--- src/rtl/uart_mmio.sv ---
`default_nettype none
// ============================================================================
// Module   : uart_mmio
// Purpose  : Memory-mapped front end for a byte UART core. A CPU writes
//            bytes into a TX FIFO and reads bytes out of an RX FIFO through
//            a simple valid/ready bus. A small drain FSM feeds the TX FIFO
//            into the UART core, honouring peer flow control (rts_n). The
//            block exports its own flow control (cts_n) from the RX fill.
//
// Ports    : clk, resetn             - clock, synchronous active-low reset
//            sel, mem_valid          - bus request qualifiers
//            mem_addr                - byte offset (0x0 DATA, 0x4 STATUS)
//            mem_wdata, mem_wstrb    - write data / strobes (0 strobes = read)
//            mem_ready, mem_rdata    - one-cycle completion pulse + read data
//            uart_transmit           - one-cycle start pulse to the UART core
//            uart_tx_byte            - byte presented to the UART core
//            uart_is_transmitting    - UART core busy
//            uart_received           - one-cycle byte-received strobe
//            uart_rx_byte            - received byte
//            uart_recv_error         - framing error, qualified by received
//            rts_n                   - peer ready to accept (0 = ready)
//            cts_n                   - this block ready to accept (0 = ready)
//
// Revision : 1.0 - initial release
// ============================================================================
module uart_mmio #(
    parameter int DEPTH            = 16,
    parameter int BASE_OFFSET_BITS = 4
) (
    input  logic                        clk,
    input  logic                        resetn,
    input  logic                        sel,
    input  logic                        mem_valid,
    input  logic [BASE_OFFSET_BITS-1:0] mem_addr,
    input  logic [31:0]                 mem_wdata,
    input  logic [3:0]                  mem_wstrb,
    output logic                        mem_ready,
    output logic [31:0]                 mem_rdata,
    output logic                        uart_transmit,
    output logic [7:0]                  uart_tx_byte,
    input  logic                        uart_is_transmitting,
    input  logic                        uart_received,
    input  logic [7:0]                  uart_rx_byte,
    input  logic                        uart_recv_error,
    input  logic                        rts_n,
    output logic                        cts_n
);

    // ------------------------------------------------------------------------
    // Constants
    // ------------------------------------------------------------------------
    localparam int c_ptr_w = $clog2(DEPTH);
    localparam int c_cnt_w = c_ptr_w + 1;

    localparam logic [c_ptr_w-1:0] c_ptr_one    = c_ptr_w'(1);
    localparam logic [c_cnt_w-1:0] c_cnt_one    = c_cnt_w'(1);
    localparam logic [c_cnt_w-1:0] c_cnt_zero   = '0;
    localparam logic [c_cnt_w-1:0] c_full_cnt   = c_cnt_w'(DEPTH);
    localparam logic [c_cnt_w-1:0] c_cts_thresh = c_cnt_w'(DEPTH - 2);

    localparam logic [BASE_OFFSET_BITS-1:0] c_addr_data   = BASE_OFFSET_BITS'(0);
    localparam logic [BASE_OFFSET_BITS-1:0] c_addr_status = BASE_OFFSET_BITS'(4);

    localparam logic [31:0] c_rx_empty_word = 32'h8000_0000;

    // TX drain FSM encoding
    localparam logic [1:0] c_st_idle      = 2'd0;
    localparam logic [1:0] c_st_start     = 2'd1;
    localparam logic [1:0] c_st_wait_busy = 2'd2;
    localparam logic [1:0] c_st_wait_done = 2'd3;

    // ------------------------------------------------------------------------
    // State
    // ------------------------------------------------------------------------
    logic [7:0]         tx_mem_q [DEPTH];
    logic [c_ptr_w-1:0] tx_wr_ptr_q;
    logic [c_ptr_w-1:0] tx_rd_ptr_q;
    logic [c_cnt_w-1:0] tx_count_q;
    logic [c_cnt_w-1:0] tx_count_d;

    logic [7:0]         rx_mem_q [DEPTH];
    logic [c_ptr_w-1:0] rx_wr_ptr_q;
    logic [c_ptr_w-1:0] rx_rd_ptr_q;
    logic [c_cnt_w-1:0] rx_count_q;
    logic [c_cnt_w-1:0] rx_count_d;

    logic               overrun_q;
    logic               frame_err_q;

    logic [1:0]         tx_state_q;
    logic [1:0]         tx_state_d;

    logic               mem_ready_q;
    logic [31:0]        mem_rdata_q;
    logic               uart_transmit_q;
    logic [7:0]         uart_tx_byte_q;
    logic               cts_n_q;

    // ------------------------------------------------------------------------
    // Combinational decode
    // ------------------------------------------------------------------------
    logic        w_req;
    logic        w_is_write;
    logic        w_addr_data;
    logic        w_addr_status;
    logic        w_tx_full;
    logic        w_tx_empty;
    logic        w_rx_full;
    logic        w_rx_empty;
    logic        w_stall;
    logic        w_accept;
    logic        w_tx_push;
    logic        w_tx_pop;
    logic        w_rx_push;
    logic        w_rx_pop;
    logic        w_set_overrun;
    logic        w_set_frame;
    logic        w_clr_overrun;
    logic        w_clr_frame;
    logic [31:0] w_status;
    logic [31:0] w_rdata;
    logic        w_unused_wdata;

    // Upper write-data bits have no destination in this register map.
    assign w_unused_wdata = ^mem_wdata[31:8];

    // A new transaction is only seen while mem_ready is low, so the cycle
    // that completes a request can never also start a second one.
    assign w_req         = sel && mem_valid && !mem_ready_q;
    assign w_is_write    = (mem_wstrb != 4'b0000);
    assign w_addr_data   = (mem_addr == c_addr_data);
    assign w_addr_status = (mem_addr == c_addr_status);

    assign w_tx_full  = (tx_count_q == c_full_cnt);
    assign w_tx_empty = (tx_count_q == c_cnt_zero);
    assign w_rx_full  = (rx_count_q == c_full_cnt);
    assign w_rx_empty = (rx_count_q == c_cnt_zero);

    // Only a write that would actually push a byte waits for TX space; a
    // DATA write without strobe 0 has nothing to store and completes at once.
    // The request is re-evaluated every cycle, so once the drain FSM frees an
    // entry the push and the registered mem_ready happen on the same edge.
    assign w_stall  = w_req && w_is_write && w_addr_data && mem_wstrb[0] && w_tx_full;
    assign w_accept = w_req && !w_stall;

    assign w_tx_push = w_accept && w_is_write && w_addr_data && mem_wstrb[0];
    assign w_rx_pop  = w_accept && !w_is_write && w_addr_data && !w_rx_empty;

    // Overrun is judged on the count before this cycle's pop, so a byte
    // arriving at a full FIFO is dropped even if the CPU is reading.
    assign w_set_frame   = uart_received && uart_recv_error;
    assign w_set_overrun = uart_received && !uart_recv_error && w_rx_full;
    assign w_rx_push     = uart_received && !uart_recv_error && !w_rx_full;

    assign w_clr_overrun = w_accept && w_is_write && w_addr_status && mem_wdata[3];
    assign w_clr_frame   = w_accept && w_is_write && w_addr_status && mem_wdata[4];

    always_comb begin
        w_status       = '0;
        w_status[0]    = !w_rx_empty;
        w_status[1]    = w_tx_full;
        w_status[2]    = w_tx_empty;
        w_status[3]    = overrun_q;
        w_status[4]    = frame_err_q;
        w_status[15:8] = 8'(rx_count_q);
    end

    always_comb begin
        w_rdata = '0;
        if (!w_is_write) begin
            if (w_addr_data) begin
                w_rdata = w_rx_empty ? c_rx_empty_word : {24'h0, rx_mem_q[rx_rd_ptr_q]};
            end else if (w_addr_status) begin
                w_rdata = w_status;
            end
        end
    end

    // ------------------------------------------------------------------------
    // TX drain FSM
    // ------------------------------------------------------------------------
    // rts_n is only consulted in IDLE, so a peer that deasserts mid-byte
    // lets the current byte finish and merely holds off the next one.
    always_comb begin
        tx_state_d = tx_state_q;
        w_tx_pop   = 1'b0;
        case (tx_state_q)
            c_st_idle: begin
                if (!w_tx_empty && !uart_is_transmitting && !rts_n) begin
                    w_tx_pop   = 1'b1;
                    tx_state_d = c_st_start;
                end
            end
            c_st_start: begin
                tx_state_d = c_st_wait_busy;
            end
            c_st_wait_busy: begin
                if (uart_is_transmitting) begin
                    tx_state_d = c_st_wait_done;
                end
            end
            c_st_wait_done: begin
                if (!uart_is_transmitting) begin
                    tx_state_d = c_st_idle;
                end
            end
            default: begin
                tx_state_d = c_st_idle;
            end
        endcase
    end

    // ------------------------------------------------------------------------
    // FIFO occupancy: a simultaneous push and pop leaves the count unchanged
    // ------------------------------------------------------------------------
    always_comb begin
        tx_count_d = tx_count_q;
        case ({w_tx_push, w_tx_pop})
            2'b10:   tx_count_d = tx_count_q + c_cnt_one;
            2'b01:   tx_count_d = tx_count_q - c_cnt_one;
            default: tx_count_d = tx_count_q;
        endcase
    end

    always_comb begin
        rx_count_d = rx_count_q;
        case ({w_rx_push, w_rx_pop})
            2'b10:   rx_count_d = rx_count_q + c_cnt_one;
            2'b01:   rx_count_d = rx_count_q - c_cnt_one;
            default: rx_count_d = rx_count_q;
        endcase
    end

    // ------------------------------------------------------------------------
    // FIFO storage (contents need no reset; pointers and counts gate access)
    // ------------------------------------------------------------------------
    always_ff @(posedge clk) begin
        if (w_tx_push) begin
            tx_mem_q[tx_wr_ptr_q] <= mem_wdata[7:0];
        end
        if (w_rx_push) begin
            rx_mem_q[rx_wr_ptr_q] <= uart_rx_byte;
        end
    end

    // ------------------------------------------------------------------------
    // Control registers
    // ------------------------------------------------------------------------
    always_ff @(posedge clk) begin
        if (!resetn) begin
            tx_wr_ptr_q     <= '0;
            tx_rd_ptr_q     <= '0;
            tx_count_q      <= '0;
            rx_wr_ptr_q     <= '0;
            rx_rd_ptr_q     <= '0;
            rx_count_q      <= '0;
            overrun_q       <= 1'b0;
            frame_err_q     <= 1'b0;
            tx_state_q      <= c_st_idle;
            mem_ready_q     <= 1'b0;
            mem_rdata_q     <= '0;
            uart_transmit_q <= 1'b0;
            uart_tx_byte_q  <= '0;
            cts_n_q         <= 1'b1;
        end else begin
            // Pointers are exactly log2(DEPTH) bits, so they wrap for free.
            if (w_tx_push) begin
                tx_wr_ptr_q <= tx_wr_ptr_q + c_ptr_one;
            end
            if (w_tx_pop) begin
                tx_rd_ptr_q <= tx_rd_ptr_q + c_ptr_one;
            end
            tx_count_q <= tx_count_d;

            if (w_rx_push) begin
                rx_wr_ptr_q <= rx_wr_ptr_q + c_ptr_one;
            end
            if (w_rx_pop) begin
                rx_rd_ptr_q <= rx_rd_ptr_q + c_ptr_one;
            end
            rx_count_q <= rx_count_d;

            // A new error in the same cycle as its W1C keeps the flag set.
            if (w_set_overrun) begin
                overrun_q <= 1'b1;
            end else if (w_clr_overrun) begin
                overrun_q <= 1'b0;
            end
            if (w_set_frame) begin
                frame_err_q <= 1'b1;
            end else if (w_clr_frame) begin
                frame_err_q <= 1'b0;
            end

            tx_state_q <= tx_state_d;

            mem_ready_q <= w_accept;
            if (w_accept) begin
                mem_rdata_q <= w_rdata;
            end

            // The start pulse is high exactly while the FSM sits in START,
            // and the popped byte is held until the next pop.
            uart_transmit_q <= w_tx_pop;
            if (w_tx_pop) begin
                uart_tx_byte_q <= tx_mem_q[tx_rd_ptr_q];
            end

            // Built from the next count so cts_n tracks the live fill level.
            cts_n_q <= (rx_count_d >= c_cts_thresh);
        end
    end

    // ------------------------------------------------------------------------
    // Outputs
    // ------------------------------------------------------------------------
    assign mem_ready     = mem_ready_q;
    assign mem_rdata     = mem_rdata_q;
    assign uart_transmit = uart_transmit_q;
    assign uart_tx_byte  = uart_tx_byte_q;
    assign cts_n         = cts_n_q;

endmodule

`default_nettype wire

--- config.mk ---
export PLATFORM = sky130hd
export DESIGN_NAME = uart_mmio
export DESIGN_NICKNAME = d
export VERILOG_FILES = /design/src/rtl/uart_mmio.sv
export SDC_FILE = /design/constraint.sdc
export NUM_CORES = 1
export LEC_CHECK = 0
export ABC_AREA = 1
export CORE_MARGIN = 2
export CORE_UTILIZATION = 35
export CTS_CLUSTER_DIAMETER = 60
export CTS_CLUSTER_SIZE = 20
export DETAILED_ROUTE_END_ITERATION = 10
export HOLD_SLACK_MARGIN = 0.08
export PLACE_DENSITY = 0.54
export SYNTH_ARGS = -nofsm -noshare
export SYNTH_HDL_FRONTEND = slang
export SYNTH_SLANG_ARGS = --single-unit
--- constraint.sdc ---
create_clock -name clk -period 3.5 [get_ports clk]
set_input_delay 0.525 -clock clk [delete_from_list [all_inputs] [get_ports clk]]
set_output_delay 0.525 -clock clk [all_outputs]
set_load 0.02 [all_outputs]
==> metrics.yaml <==
root_buffer: "clkbuf_16"
wl_per_cell_um: 17.0
p_int_mw: 5.76
p_leak_nw: 5.74
r2r-start: "tx_count_q[1]"
syn_avg_cell_area_um2: 10.8
p_clk_share_pct: 40.0
core-area_um2: 38600
p_sw_share_pct: 23.6
fill_cells: 3742
detailroute.via_count: 8991
dr_wl_met3_um: 1440
relSlewSlack_pct: 43.2
hold_viol: 0
drt-initial-drc-count: 519
pwr-share-seq_pct: 54.4
vias_per_cell: 4.80
port-buffer-count: 56
r2r_slack_ns: 0.84
ys_seq_area_share_pct: 65.1
status: "finished, final reports clean"
grt_first_pass_wirelength_um: 50300
crit_type: "input port to flop"
die_area_um2: 40500
yosys_warnings: 0
gp_congestion: 0.837
power.density_nw_per_um2: 481
skew_ns: 0.0215
die_h_um: 201
hpwl_um: 20200
topRoutingLayerUsed: "met4"
area_growth_pct: 15.1
clockBufferDepth: 3
yosysTopAreaCell: "edfxtp_1"
netlist_instances: 1263
fp.dieW_um: 201
firstDrtPassIters: 5
drv_cap: 0
path_clk_slew_ns: 0.08
rsz0062_at_grt: "false"
ir_worst_vdd_mv: 0.296
fin_crit_ns: 2.75
ioPinCount: 99
multi_input_area_um2: 3960
cp_max_fo: 6
synth_area_um2: 13600
p_total_mw: 7.54
hp-start: "overrun_q"
setup_viol: 0
min_to: "overrun_q"
ant_nets: 0
wl_met2_um: 15300
ctsResizeCount: 0
cts_setup_buffers: 0
antenna_found_initial: 0
drc_errors: 0
hold_depth: 2
totalWireLength_um: 31900
htreeDepth: 1
seqCellArea_um2: 8870
maxSlewViolCount: 0
end_kind: "flop"
rows: 72
arrival_ns: 3.20
overflow: 0
r2r.worst_path.cells: 14
final_nets: 1415
drive_above_1_share_pct: 11.1
rr_endpoint: "cts_n"
synth_area_leaders: "edfxtp_1 (56%), dfxtp_1 (8.7%), nor2_1 (5.9%), nand2_1 (5.0%), o21ai_0 (3.6%)"
start_kind: "input port"
hold_buffers: 0
tritoncts: "yes"
worstSkewPairLatency_ns: 0.54
max_slew.worst_pin.slew_ns: 0.849
synth_top_area_share_pct: 56.4
synth-seq-cells: 315
min_path_type: "flop to flop"
start_util_pct: 35.3
cts_made_buffers: 26
grt_usage_pct: 15.7
clock-sinks: 315
diodes: 0
fin_crit_sh_pct: 78.7
m1WireLength_um: 14300
switchingPower_mw: 1.78
combPwrFrac_pct: 5.6
crit_required_ns: 3.94
grt_max_degree: 65
fin_setup_tns_ns: 0
fmax_mhz: 363
grt_pass1_vias: 8906
synthDistinctLibCells: 44
==> cell usage in the layout, fill, tap and decap left out, types with 2 or more instances in the layout <==
cell             synthesis  final
a21oi_2                 12     12
o21ai_0                 98     98
inv_12                   0      2
a211oi_1                 3      3
nand2_4                  5      5
dfxtp_2                  0      3
a31oi_1                  2      2
nor2_4                   3      3
edfxtp_1               256    256
clkinv_4                 0      4
o211ai_1                47     47
nand3_1                 93     93
inv_2                   12     12
ha_1                    21     21
nor3_1                   2      2
nand4_1                  2      2
conb_1                   1     18
nor2_1                 216    216
nand2_2                  9      9
clkinv_1                 2      3
clkinvlp_4               0      3
xnor2_1                  5      5
clkdlybuf4s50_1          0     56
o211ai_2                 4      4
a21oi_1                 23     23
o22ai_1                  2      2
dfxtp_1                 59     56
o21ai_1                 17     17
nand2_1                183    183
clkbuf_16                0     27
or2_2                    3      3
xor2_1                   7      7
inv_6                    0      6
inv_1                   93     93
buf_4                   28     46
==> worst max-delay path, cell delays in order <==
cell and delay, ns:
clkdlybuf4s50_1 0.53, inv_2 0.09, nand2_4 0.13, nor2_4 0.06
nand2_4 0.08, nand3_4 0.10, nor3_4 0.29, ha_1 0.31
xor2_1 0.22, ha_1 0.27, or2_2 0.28, nand3_1 0.10
nor2_1 0.05, nand3_1 0.09, nand2_1 0.06
==> through the flow <==
stage	instance area (um2)	worst slack, ns	hold slack [ns]	utilization, %	std cells
after CTS	15700	0.739	0.471	40.7	1875
final	15700	0.747	0.465	40.7	1875
after global routing	15700	0.456	0.487	40.7	1875
after floorplan	13700	0.970	0.440	-	1280
after global placement	14800	0.221	0.454	38.4	1827
after detailed placement	14800	0.174	0.460	38.4	1827
==> worst max path at each step <==
stage | from | end | slack (ns) | cells after the start
floorplan | mem_addr[0] | cts_n | 0.97 | 20
global placement | mem_addr[2] | cts_n | 0.22 | 15
detailed placement | mem_addr[2] | cts_n | 0.17 | 15
CTS | mem_addr[2] | cts_n | 0.74 | 19
global route | mem_addr[0] | cts_n | 0.46 | 21
finish | mem_addr[2] | cts_n | 0.75 | 15
==> state kept, by name, summed over array words and instances, names as in the netlist, named ones only <==
name           count
cts_n              1
frame_err_q        1
mem_rdata         14
mem_ready          1
overrun_q          1
rx_count_q         5
rx_mem_q         128
rx_rd_ptr_q        4
rx_wr_ptr_q        4
tx_count_q         5
tx_mem_q         128
tx_rd_ptr_q        4
tx_state_q         2
tx_wr_ptr_q        4
uart_transmit      1
uart_tx_byte       8
==> final cells by class <==
type / count / area share, %
Sequential cell: 315 / 56.6
Multi-Input combinational cell: 785 / 25.3
Timing Repair Buffer: 102 / 5.78
Clock buffer: 28 / 4.33
Tap cell: 518 / 4.13
Inverter: 107 / 2.56
Clock inverter: 20 / 1.33
==> power groups by stage <==
stage / Sequential [mW] / Combinational [mW] / Clock, mW
after floorplan: 4.19 / 0.261 / 0
after global placement: 4.19 / 0.418 / 0
after detailed placement: 4.19 / 0.430 / 0
after CTS: 4.10 / 0.431 / 3.08
after global routing: 4.11 / 0.473 / 3.24
final: 4.10 / 0.424 / 3.01
==> per-layer routing <==
metal	GRT usage [%]	up-vias
li1	-	4431
met1	20.9	4308
met2	26.8	196
met3	2.27	56
met4	4.46	0
met5	0	-
==> cells in the mapped netlist, drive strengths merged <==
master / instances
edfxtp: 256
nor2: 220
nand2: 197
o21ai: 115
inv: 105
nand3: 95
buf: 60
dfxtp: 59
o211ai: 51
a21oi: 35
ha: 21
clkbuf: 13
xor2: 7
xnor2: 5
nand4: 4
nor3: 4
a211oi: 3
or2: 3
a31oi: 2
clkinv: 2
o22ai: 2
a21o: 1
conb: 1
fa: 1
mux2i: 1
==> cell families after synthesis <==
group                      after synthesis  share of synthesized area, %
other                                    1                        0.0275
and+or+nand+nor                        523                          16.5
AOI/OAI and AO/OA                      209                          9.20
muxes                                    1                        0.0735
buffers and inverters                  180                          6.30
xor gates and xnor gates                12                         0.771
adders and majority gates               22                          2.08
DFF                                    315                          65.1
Power figures use the tool's default switching activity.
